==> src/rtl/mipi_csi_rx_packet_parser.sv <==
// CSI-2 RX packet parser: assembles the 4-byte header, splits short/long packets,
// forwards WC-masked payload bytes, captures the 16-bit footer and flags truncation.
module mipi_csi_rx_packet_parser #(
    parameter int unsigned NUM_LANES   = 4,
    parameter int unsigned CNT_W       = 16,
    parameter logic [5:0]  LONG_DT_MIN = 6'h10
) (
    input  logic                   clk_i,
    input  logic                   reset_i,
    input  logic [NUM_LANES-1:0]   data_valid_i,
    input  logic [NUM_LANES*8-1:0] data_i,
    input  logic [2:0]             active_lanes_i,
    input  logic [CNT_W-1:0]       word_count_i,
    input  logic                   ecc_fatal_i,
    output logic [31:0]            packet_header_o,
    output logic                   header_valid_o,
    output logic [1:0]             vc_o,
    output logic [5:0]             dt_o,
    output logic                   short_pkt_valid_o,
    output logic [NUM_LANES*8-1:0] payload_data_o,
    output logic [NUM_LANES-1:0]   payload_valid_o,
    output logic                   payload_last_o,
    output logic [15:0]            received_crc_o,
    output logic                   crc_valid_o,
    output logic                   wc_err_o,
    output logic                   busy_o
);

    typedef enum logic [2:0] {
        S_IDLE,
        S_HDR,
        S_EVAL,
        S_PAYLOAD,
        S_CRC,
        S_DROP
    } state_e;

    // Byte indices carry two spare bits so WC+1 never wraps at the largest word count.
    localparam int unsigned      IDX_W   = CNT_W + 2;
    localparam int unsigned      SUM_W   = CNT_W + 1;
    localparam logic [IDX_W-1:0] IDX_ONE = IDX_W'(1);
    localparam logic [CNT_W-1:0] CNT_MAX = '1;

    state_e                 state_q, state_d;
    logic [2:0]             lanes_q, lanes_d;
    logic [31:0]            hdr_q, hdr_d;
    logic [2:0]             hdr_cnt_q, hdr_cnt_d;
    logic                   hdr_valid_q, hdr_valid_d;
    logic [1:0]             vc_q, vc_d;
    logic [5:0]             dt_q, dt_d;
    logic [CNT_W-1:0]       wc_q, wc_d;
    logic [CNT_W-1:0]       cnt_q, cnt_d;
    logic [NUM_LANES*8-1:0] pl_data_q, pl_data_d;
    logic [NUM_LANES-1:0]   pl_valid_q, pl_valid_d;
    logic                   pl_last_q, pl_last_d;
    logic [7:0]             crc_lsb_q, crc_lsb_d;
    logic [15:0]            rx_crc_q, rx_crc_d;
    logic                   crc_valid_q, crc_valid_d;
    logic                   wc_err_q, wc_err_d;

    logic                   active;
    logic [2:0]             lanes_sane;
    logic [2:0]             lanes_eff;
    logic [NUM_LANES-1:0]   lane_en;
    logic [2:0]             beat_bytes;
    logic [2:0]             hdr_base;
    logic [31:0]            hdr_asm;
    logic                   hdr_complete;
    logic [CNT_W-1:0]       wc_eff;
    logic [IDX_W-1:0]       wc_ext;
    logic [IDX_W-1:0]       byte_idx;
    logic [SUM_W-1:0]       cnt_sum;
    logic [CNT_W-1:0]       cnt_sat;
    logic [NUM_LANES*8-1:0] body_data;
    logic [NUM_LANES-1:0]   body_valid;
    logic                   body_last;
    logic                   footer_done;
    logic [7:0]             body_lsb;
    logic [15:0]            body_crc;

    // Unsupported lane counts fall back to a single lane.
    always_comb begin
        // NOTE: every signal written in always_comb gets a default first, so no latch is inferred.
        lanes_sane = 3'd1;
        if (active_lanes_i == 3'd2 && NUM_LANES >= 2) lanes_sane = 3'd2;
        if (active_lanes_i == 3'd4 && NUM_LANES >= 4) lanes_sane = 3'd4;
    end

    always_comb begin
        active    = |data_valid_i;
        lanes_eff = (state_q == S_IDLE) ? lanes_sane : lanes_q;
        hdr_base  = (state_q == S_IDLE) ? 3'd0 : hdr_cnt_q;
        wc_eff    = (state_q == S_EVAL) ? word_count_i : wc_q;
        wc_ext    = IDX_W'(wc_eff);

        lane_en    = '0;
        beat_bytes = '0;
        for (int k = 0; k < NUM_LANES; k++) begin
            lane_en[k] = data_valid_i[k] && (k < int'(lanes_eff));
            beat_bytes = beat_bytes + 3'(lane_en[k]);
        end

        // Header byte n lands in hdr_asm[31-8n -: 8], giving {DI, WC_lsb, WC_msb, ECC}.
        hdr_asm = hdr_q;
        for (int k = 0; k < NUM_LANES; k++) begin
            if (lane_en[k] && (int'(hdr_base) + k < 4))
                hdr_asm[8*(3 - (int'(hdr_base) + k)) +: 8] = data_i[8*k +: 8];
        end
        hdr_complete = (int'(hdr_base) + int'(beat_bytes)) >= 4;

        body_data   = '0;
        body_valid  = '0;
        body_last   = 1'b0;
        footer_done = 1'b0;
        body_lsb    = crc_lsb_q;
        body_crc    = rx_crc_q;
        byte_idx    = '0;
        for (int k = 0; k < NUM_LANES; k++) begin
            byte_idx = IDX_W'(cnt_q) + IDX_W'(k);
            if (lane_en[k]) begin
                if (byte_idx < wc_ext) begin
                    body_valid[k]       = 1'b1;
                    body_data[8*k +: 8] = data_i[8*k +: 8];
                    if (byte_idx + IDX_ONE == wc_ext) body_last = 1'b1;
                end else if (byte_idx == wc_ext) begin
                    body_lsb = data_i[8*k +: 8];
                end else if (byte_idx == wc_ext + IDX_ONE) begin
                    body_crc    = {data_i[8*k +: 8], body_lsb};
                    footer_done = 1'b1;
                end
            end
        end

        cnt_sum = SUM_W'(cnt_q) + SUM_W'(beat_bytes);
        cnt_sat = cnt_sum[CNT_W] ? CNT_MAX : cnt_sum[CNT_W-1:0];
    end

    always_comb begin
        state_d     = state_q;
        lanes_d     = lanes_q;
        hdr_d       = hdr_q;
        hdr_cnt_d   = hdr_cnt_q;
        hdr_valid_d = 1'b0;
        vc_d        = vc_q;
        dt_d        = dt_q;
        wc_d        = wc_q;
        cnt_d       = cnt_q;
        pl_data_d   = '0;
        pl_valid_d  = '0;
        pl_last_d   = 1'b0;
        crc_lsb_d   = crc_lsb_q;
        rx_crc_d    = rx_crc_q;
        crc_valid_d = 1'b0;
        wc_err_d    = 1'b0;

        case (state_q)
            S_IDLE, S_HDR: begin
                if (!active) begin
                    hdr_cnt_d = '0;
                    if (state_q == S_HDR) begin
                        wc_err_d = 1'b1;
                        state_d  = S_IDLE;
                    end
                end else begin
                    if (state_q == S_IDLE) lanes_d = lanes_sane;
                    hdr_d = hdr_asm;
                    if (hdr_complete) begin
                        hdr_valid_d = 1'b1;
                        vc_d        = hdr_asm[31:30];
                        dt_d        = hdr_asm[29:24];
                        hdr_cnt_d   = '0;
                        cnt_d       = '0;
                        state_d     = S_EVAL;
                    end else begin
                        hdr_cnt_d = hdr_base + beat_bytes;
                        state_d   = S_HDR;
                    end
                end
            end
            // S_EVAL is the header_valid_o cycle: WC and ECC verdict arrive now and a
            // payload beat may already be present, so it shares the body path.
            S_EVAL, S_PAYLOAD, S_CRC: begin
                if (state_q == S_EVAL) wc_d = word_count_i;
                if (state_q == S_EVAL && (ecc_fatal_i || dt_q < LONG_DT_MIN)) begin
                    state_d = S_DROP;
                end else if (!active) begin
                    wc_err_d = 1'b1;
                    state_d  = S_IDLE;
                end else begin
                    cnt_d      = cnt_sat;
                    pl_data_d  = body_data;
                    pl_valid_d = body_valid;
                    pl_last_d  = body_last;
                    crc_lsb_d  = body_lsb;
                    if (footer_done) begin
                        rx_crc_d    = body_crc;
                        crc_valid_d = 1'b1;
                        state_d     = S_DROP;
                    end else begin
                        state_d = (cnt_sat >= wc_eff) ? S_CRC : S_PAYLOAD;
                    end
                end
            end
            S_DROP: begin
                if (!active) state_d = S_IDLE;
            end
            default: state_d = S_IDLE;
        endcase
    end

    always_ff @(posedge clk_i or posedge reset_i) begin
        if (reset_i) begin
            state_q     <= S_IDLE;
            lanes_q     <= 3'd1;
            hdr_q       <= '0;
            hdr_cnt_q   <= '0;
            hdr_valid_q <= 1'b0;
            vc_q        <= '0;
            dt_q        <= '0;
            wc_q        <= '0;
            cnt_q       <= '0;
            pl_data_q   <= '0;
            pl_valid_q  <= '0;
            pl_last_q   <= 1'b0;
            crc_lsb_q   <= '0;
            rx_crc_q    <= '0;
            crc_valid_q <= 1'b0;
            wc_err_q    <= 1'b0;
        end else begin
            // NOTE: sequential state uses non-blocking assignments so every flop samples pre-edge values.
            state_q     <= state_d;
            lanes_q     <= lanes_d;
            hdr_q       <= hdr_d;
            hdr_cnt_q   <= hdr_cnt_d;
            hdr_valid_q <= hdr_valid_d;
            vc_q        <= vc_d;
            dt_q        <= dt_d;
            wc_q        <= wc_d;
            cnt_q       <= cnt_d;
            pl_data_q   <= pl_data_d;
            pl_valid_q  <= pl_valid_d;
            pl_last_q   <= pl_last_d;
            crc_lsb_q   <= crc_lsb_d;
            rx_crc_q    <= rx_crc_d;
            crc_valid_q <= crc_valid_d;
            wc_err_q    <= wc_err_d;
        end
    end

    // The ECC verdict is only valid alongside header_valid_o, so the short flag is qualified live.
    assign packet_header_o   = hdr_valid_q ? hdr_q : 32'h0;
    assign header_valid_o    = hdr_valid_q;
    assign vc_o              = vc_q;
    assign dt_o              = dt_q;
    assign short_pkt_valid_o = hdr_valid_q && (dt_q < LONG_DT_MIN) && !ecc_fatal_i;
    assign payload_data_o    = pl_data_q;
    assign payload_valid_o   = pl_valid_q;
    assign payload_last_o    = pl_last_q;
    assign received_crc_o    = rx_crc_q;
    assign crc_valid_o       = crc_valid_q;
    assign wc_err_o          = wc_err_q;
    assign busy_o            = (state_q != S_IDLE);

endmodule

==> config.mk <==
export PLATFORM = sky130hd
export DESIGN_NAME = mipi_csi_rx_packet_parser
export DESIGN_NICKNAME = d
export VERILOG_FILES = /design/src/rtl/mipi_csi_rx_packet_parser.sv
export SDC_FILE = /design/constraint.sdc
export NUM_CORES = 1
export LEC_CHECK = 0
export CAP_MARGIN = 20
export CORE_ASPECT_RATIO = 1.1
export CORE_MARGIN = 2
export CORE_UTILIZATION = 55
export CTS_CLUSTER_DIAMETER = 50
export DETAILED_ROUTE_END_ITERATION = 10
export PLACE_DENSITY = 0.88
export SYNTH_ARGS = -nofsm -noshare
export SYNTH_HDL_FRONTEND = slang
export SYNTH_SLANG_ARGS = --single-unit
==> constraint.sdc <==
create_clock -name clk_i -period 9.1 [get_ports clk_i]
set_input_delay 1.82 -clock clk_i [delete_from_list [all_inputs] [get_ports clk_i]]
set_output_delay 1.82 -clock clk_i [all_outputs]
set_load 0.005 [all_outputs]
=== Yosys cells after proc, flatten, opt, wreduce, memory -nomap -nowiden ===
Cells that the tools add are included.

* Memories: 0
* Word-level logic and storage cells: 237
* Memory bits (read-only): 0
* Output and inout port bits: 98
* Input port bits: 58
* Bits in registers: 145
* Bits in latches: 0
* RAM bits: 0

* Add/subtract/negate cells: 24
* Div/mod/pow operators: 0
* Muxes and demuxes: 124
* Bitwise gates (word level): 1
* Multiply operators: 0
* Eq/ne operators: 24
* Reduce and logical (&&, ||, !) cells: 25
* Magnitude comparators: 15
* Shifts and indexed selects: 8

{| class="wikitable"
|+ Operators by type and width
! cell !! count
|-
| 2-to-1 mux 16 bit || 22
|-
| 2-to-1 mux 32 bit || 8
|-
| 2-to-1 mux 8 bit || 20
|-
| variable shift 8 x 33 -> 32 bit, first input constant || 4
|-
| variable part select 8 x 33 -> 32 bit || 4
|-
| bitwise mux 32 bit || 4
|-
| negation 8 -> 33 bit || 3
|-
| less-than comparator 32 x 4 -> 1 bit, second input constant || 3
|-
| adder 17 x 1 -> 18 bit, second input constant || 3
|-
| equality test 18 x 16 -> 1 bit || 3
|-
| equality test 17 x 16 -> 1 bit || 3
|-
| less-than comparator 17 x 16 -> 1 bit || 3
|-
| 2-to-1 mux 1 bit || 50
|-
| equality test 17 x 18 -> 1 bit || 2
|-
| 2-to-1 mux 3 bit || 12
|-
| adder 16 x 1 -> 17 bit, second input constant || 2
|-
| adder 16 x 2 -> 17 bit, second input constant || 2
|-
| negation 7 -> 33 bit || 1
|-
| case mux 16 bit (2 select lines) || 1
|-
| equality test 16 x 18 -> 1 bit || 1
|-
| adder 16 x 3 -> 17 bit || 1
|-
| equality test 17 bit || 1
|-
| equality test 16 bit || 1
|-
| greater-or-equal comparator 16 bit || 1
|-
| other kinds (38) || 66
|}

=== Longest topological paths before layout ===
Gate-level depths: netlist (run 1).

* Depth after elaboration: 24
* Mapped depth: 26
* Depth with buffers taken out: 24

=== Worst setup path before layout (run 1) ===
OpenSTA, ideal clock, no wires.

* Kind: input-to-reg
* Start: in active_lanes_i[0]
* End: reg state_q[2]
* Buffers on the path: 0
* Arrival time: 6.618 ns
* Required time: 8.949 ns
* Stages: 23
* Setup slack: 2.331 ns
* Library setup time: 0.151 ns
* Cell sequence: nor3b_1 nand2_1 a21boi_0 fa_1 ha_1 ha_1 inv_1 fa_1 nor2b_1 o21ai_0 nor2_1 nand2_1 nand2_1 ha_1 a21o_1 a21o_1 a21o_1 a21oi_1 o21ai_0 a21oi_1 or3b_2 o221ai_1 nand3_1

* Word-level cells in the longest chain between the ends: 23
* Elaborated cells on any way between the ends: 37
* Those cells by class: add/sub: 4; order compare: 5; eq/ne: 2; mux: 22; reduce/logical: 4

{| class="wikitable"
|+ RTL lines
! what !! RTL line !! text
|-
| from (decl) || 12 || <nowiki>input logic [2:0] active_lanes_i,</nowiki>
|-
| equality test 3 x 2 -> 1 bit || 85 || <nowiki>if (active_lanes_i == 3'd2 && NUM_LANES >= 2) lanes_sane = 3'd2;</nowiki>
|-
| 2-to-1 mux 2 bit || 85 ||
|-
| 2-to-1 mux 3 bit * || 86 || <nowiki>if (active_lanes_i == 3'd4 && NUM_LANES >= 4) lanes_sane = 3'd4;</nowiki>
|-
| 2-to-1 mux 3 bit * || - ||
|-
| parallel branches: the longest is 15 deep, another holds adder 16 x 3 -> 17 bit || - ||
|-
| 2-to-1 mux 3 bit * || 195 || <nowiki>if (footer_done) begin</nowiki>
|-
| 2-to-1 mux 3 bit * || 186 || <nowiki>end else if (!active) begin</nowiki>
|-
| 2-to-1 mux 3 bit * || 184 || <nowiki>if (state_q == S_EVAL && (ecc_fatal_i || dt_q < LONG_DT_MIN)) begin</nowiki>
|-
| case mux 3 bit (3 select lines) * || 156 || <nowiki>case (state_q)</nowiki>
|-
| to (signal assigned) || 231 || <nowiki>state_q <= state_d;</nowiki>
|-
| to (decl) || 44 || <nowiki>state_e state_q, state_d;</nowiki>
|}

Every way passes the cells marked *.
A chain may end at the register's enable or synchronous reset.

=== Final worst setup path (run 1) ===
* Start: in active_lanes_i[2]
* End: reg state_q[2]

The elaborated chain is that of the path after synthesis.

==> results of run 1 <==
==> registers in the layout (all words and copies together), names as in the netlist <==
signal	flops
crc_lsb_q	8
dt_o	6
crc_valid_o	1
payload_last_o	1
cnt_q	16
payload_valid_o	4
header_valid_o	1
state_q	3
received_crc_o	16
wc_q	16
payload_data_o	32
wc_err_o	1
lanes_q	3
vc_o	2
hdr_q	32
hdr_cnt_q	3
==> synth_stat cells, drive strengths merged (22+ instances only) <==
library cell | number | area share, %
nand2 | 211 | 5.1
o21ai | 165 | 5.3
dfrtp | 144 | 23
ha | 113 | 9.0
xnor2 | 112 | 6.5
nor2 | 109 | 2.6
a21oi | 96 | 3.1
and2 | 90 | 3.6
inv | 87 | 2.1
nand3 | 83 | 2.6
clkbuf | 68 | 1.6
mux2i | 65 | 4.2
nor3 | 62 | 2.0
nand4 | 49 | 2.0
mux2 | 38 | 2.7
nor4 | 34 | 1.4
xor2 | 33 | 1.8
a31oi | 26 | 1.0
or3 | 26 | 1.0
a211oi | 23 | 1.1
buf | 22 | 0.68
==> where the power goes <==
part           switching [mW]  internal (mW)
Sequential              0.211          0.793
Clock                   0.380          0.374
Combinational            2.21           1.31
Total                    2.80           2.47
==> area by class of cell <==
class,instances,area [um^2]
flip-flops and latches,145,3630
diodes,1,2.50
repair buffers,187,1800
multi-input cells,1631,11400
clock buffers,17,425
well taps,363,454
clock inverters,15,186
fillers,2276,9690
inverters,91,347
==> worst max-delay path by stage <==
stage                              to  slack (ns)  cells after the start
2_1_floorplan  state_q[2]$_DFFE_PP0P_        2.33                     23
3_3_place_gp   state_q[2]$_DFFE_PP0P_        1.15                     24
3_5_place_dp   state_q[2]$_DFFE_PP0P_        0.81                     24
4_1_cts        state_q[2]$_DFFE_PP0P_        1.23                     24
5_1_grt        state_q[2]$_DFFE_PP0P_        0.80                     24
6_report       state_q[2]$_DFFE_PP0P_        1.12                     24
==> tightest hold or removal path: stages (launching register included) <==
cell and delay (ns):
dfrtp_1 0.36, nand2_1 0.05, o21ai_0 0.06
==> cell families after synthesis <==
logic type	Yosys count
flops	145
mux	103
compound gates	479
fa+ha+maj	116
simple gates	774
xor+xnor	159
buf+inv	181
==> per-layer routing <==
| layer | part of all wire (%) | vias up | routed length [um] |
|---|---|---|---|
| li1 | - | 7405 | - |
| met1 | 37 | 7937 | 22600 |
| met2 | 43 | 1259 | 26600 |
| met3 | 13 | 299 | 7910 |
| met4 | 6.8 | 2 | 4200 |
| met5 | 0.026 | - | 16 |
==> through the flow <==
step | std cells | hold slack (ns) | total power, mW | instance area (um^2) | utilization, %
finish | 2450 | 0.499 | 5.27 | 18300 | 65.3
global route | 2449 | 0.527 | 5.56 | 18300 | 65.3
CTS | 2446 | 0.502 | 5.12 | 18200 | 65.2
detailed placement | 2414 | 0.481 | 4.37 | 17600 | 63.0
global placement | 2413 | 0.470 | 4.27 | 17600 | 63.0
floorplan | 1957 | 0.463 | 3.30 | 15700 | -
==> results.toml, run 1 <==
[worst_setup_path]
critPathMaxStageDelay_ns = 0.56
cp.arrival_ns = 8.26
crit_family = "simple AND/OR/NAND/NOR gates"
slowest_stage = "a21boi_0"
critPathLaunch = "active_lanes_i[2]"
r2r_end = "state_q[2]$_DFFE_PP0P_"
critPathMaxFanout = 10
path_buf_inv = 2
worst_r2r_path_depth = 24
r2r_setup_slack_ns = 2.00
regToRegStartpoint = "state_q[2]$_DFFE_PP0P_"
critPathLaunchType = "input port"
path_cells = "clkdlybuf4s50_1 -> nor3b_1 -> nand2_1 -> a21boi_0 -> fa_1 -> ha_1 -> ha_1 -> inv_1 -> fa_1 -> nor2b_1 -> o21ai_0 -> nor2_1 -> nand2_1 -> nand2_1 -> ha_1 -> a21o_1 -> a21o_1 -> a21o_1 -> a21oi_1 -> o21ai_0 -> a21oi_1 -> or3b_2 -> o221ai_1 -> nand3_1"
endpoint_kind = "flop"
required_ns = 9.38
crit_type = "in2reg"

[cts]
clk_pin_slew_ns = 0.08
cts-resized-gates = 0
cts.sinks = 145
clk_latency_ns = 0.45
cts_made_buffers = 17
clockBufferDepth = 2
hold_buffers = 0
htreeDepth = 4
postCtsSetupRepairBufs = 0
clock-root-buffer = "clkbuf_16"
cts_tree = "built"

[logic_synthesis]
yosys.area_share.xor_xnor_pct = 10.4
synth_nets = 2131
synth.avg_cell_area_um2 = 8.02
synth_top_family_by_area = "simple AND/OR/NAND/NOR gates"
ys.flop_type = "dfrtp_1"
netlist_area_um2 = 15700
synthSimpleGateAreaFrac_pct = 25.7
synth_cells = 1957
ys_ff_latch = 145
synth-compound-area-share_pct = 20.0
synth_cell_type_count = 93
yosysSeqAreaShare_pct = 23.1
synthMuxAreaShare_pct = 6.97
synthAdderAreaFrac_pct = 9.40
yosys_warnings = 0
ys_async_sr_fraction_pct = 100
synth_edf_count = 0

[global_route]
gr-usage-met1_pct = 52.4
grt_antenna_before_repair = 2
use_met2_pct = 61.7
grt_use_total_pct = 40.5
grt_pass1_wl_um = 92400
grt_pass1_vias = 15967
grt_overflow_total = 0
grt_max_degree = 97
busiest_layer = "met2"
grt_use_met3_pct = 8.61

[detailed_routing]
routed_via_density = 6.90
wl_per_cell_um = 25.0
postRouteWirelength_um = 61300
num_vias = 16902
antenna_left = 0
drtIter0Drc = 2552
drc = 0
drt_pass1_iterations = 8

[finish]
drive_above_1_share_pct = 7.33
layout_commonest_cell = "nand2_1"
mostFrequentLayoutCells = "nand2_1 (209), clkdlybuf4s50_1 (155), o21ai_0 (149), dfrtp_1 (144), ha_1 (113)"
synthToLayoutAreaGrowth_pct = 16.4
nNetsFinal = 2247

[floorplan]
io_pins = 156
floorplan.initialDensity_pct = 56.1
dieHeight_um = 181
dieArea_um2 = 29900
core_um2 = 27900
num_rows = 64
die_w_um = 165

[timing]
post-route-min-period_ns = 7.98
clock-skew-final_ns = 0.0194
finalHoldViolCount = 0
fmax_ghz = 0.125
setup_tns_ns = 0
post-route-period-util_pct = 87.7
max-slew-margin-rel_pct = 20.0
layout_setup_ws_ns = 1.12
finalSetupViolations = 0
slew_viol_final = 0
rsz0062_at_grt = "false"
worstMarginPinSlew_ns = 1.20

[placement]
io_buffers = 155
place_congestion = 1.09
pre_cts_slack_ns = 0.814
dp_hpwl_um = 46000

[hold_path]
hold_end = "dt_o[1]$_DFFE_PP0P_"
min_from = "dt_o[1]$_DFFE_PP0P_"
min_path_type = "reg2reg"
hold_depth = 2

[power]
peakVddDrop_mv = 0.291
p_per_area_nw_per_um2 = 289
p_leak_nw = 8.02

[job]
maxCapViolCount = 0

[outcome]
status = "complete, no violations"
Power figures use the tool's default switching activity.
==> run 2, diff against run 1 <==
--- a/config.mk
+++ b/config.mk
@@ -9,7 +9,7 @@
 export CORE_ASPECT_RATIO = 1.1
 export CORE_MARGIN = 2
 export CORE_UTILIZATION = 55
-export CTS_CLUSTER_DIAMETER = 50
+export CTS_CLUSTER_DIAMETER = 40
 export DETAILED_ROUTE_END_ITERATION = 10
 export PLACE_DENSITY = 0.88
 export SYNTH_ARGS = -nofsm -noshare
==> results of run 2 <==
No change in the layout: final DEF, timing and power equal those of run 1.
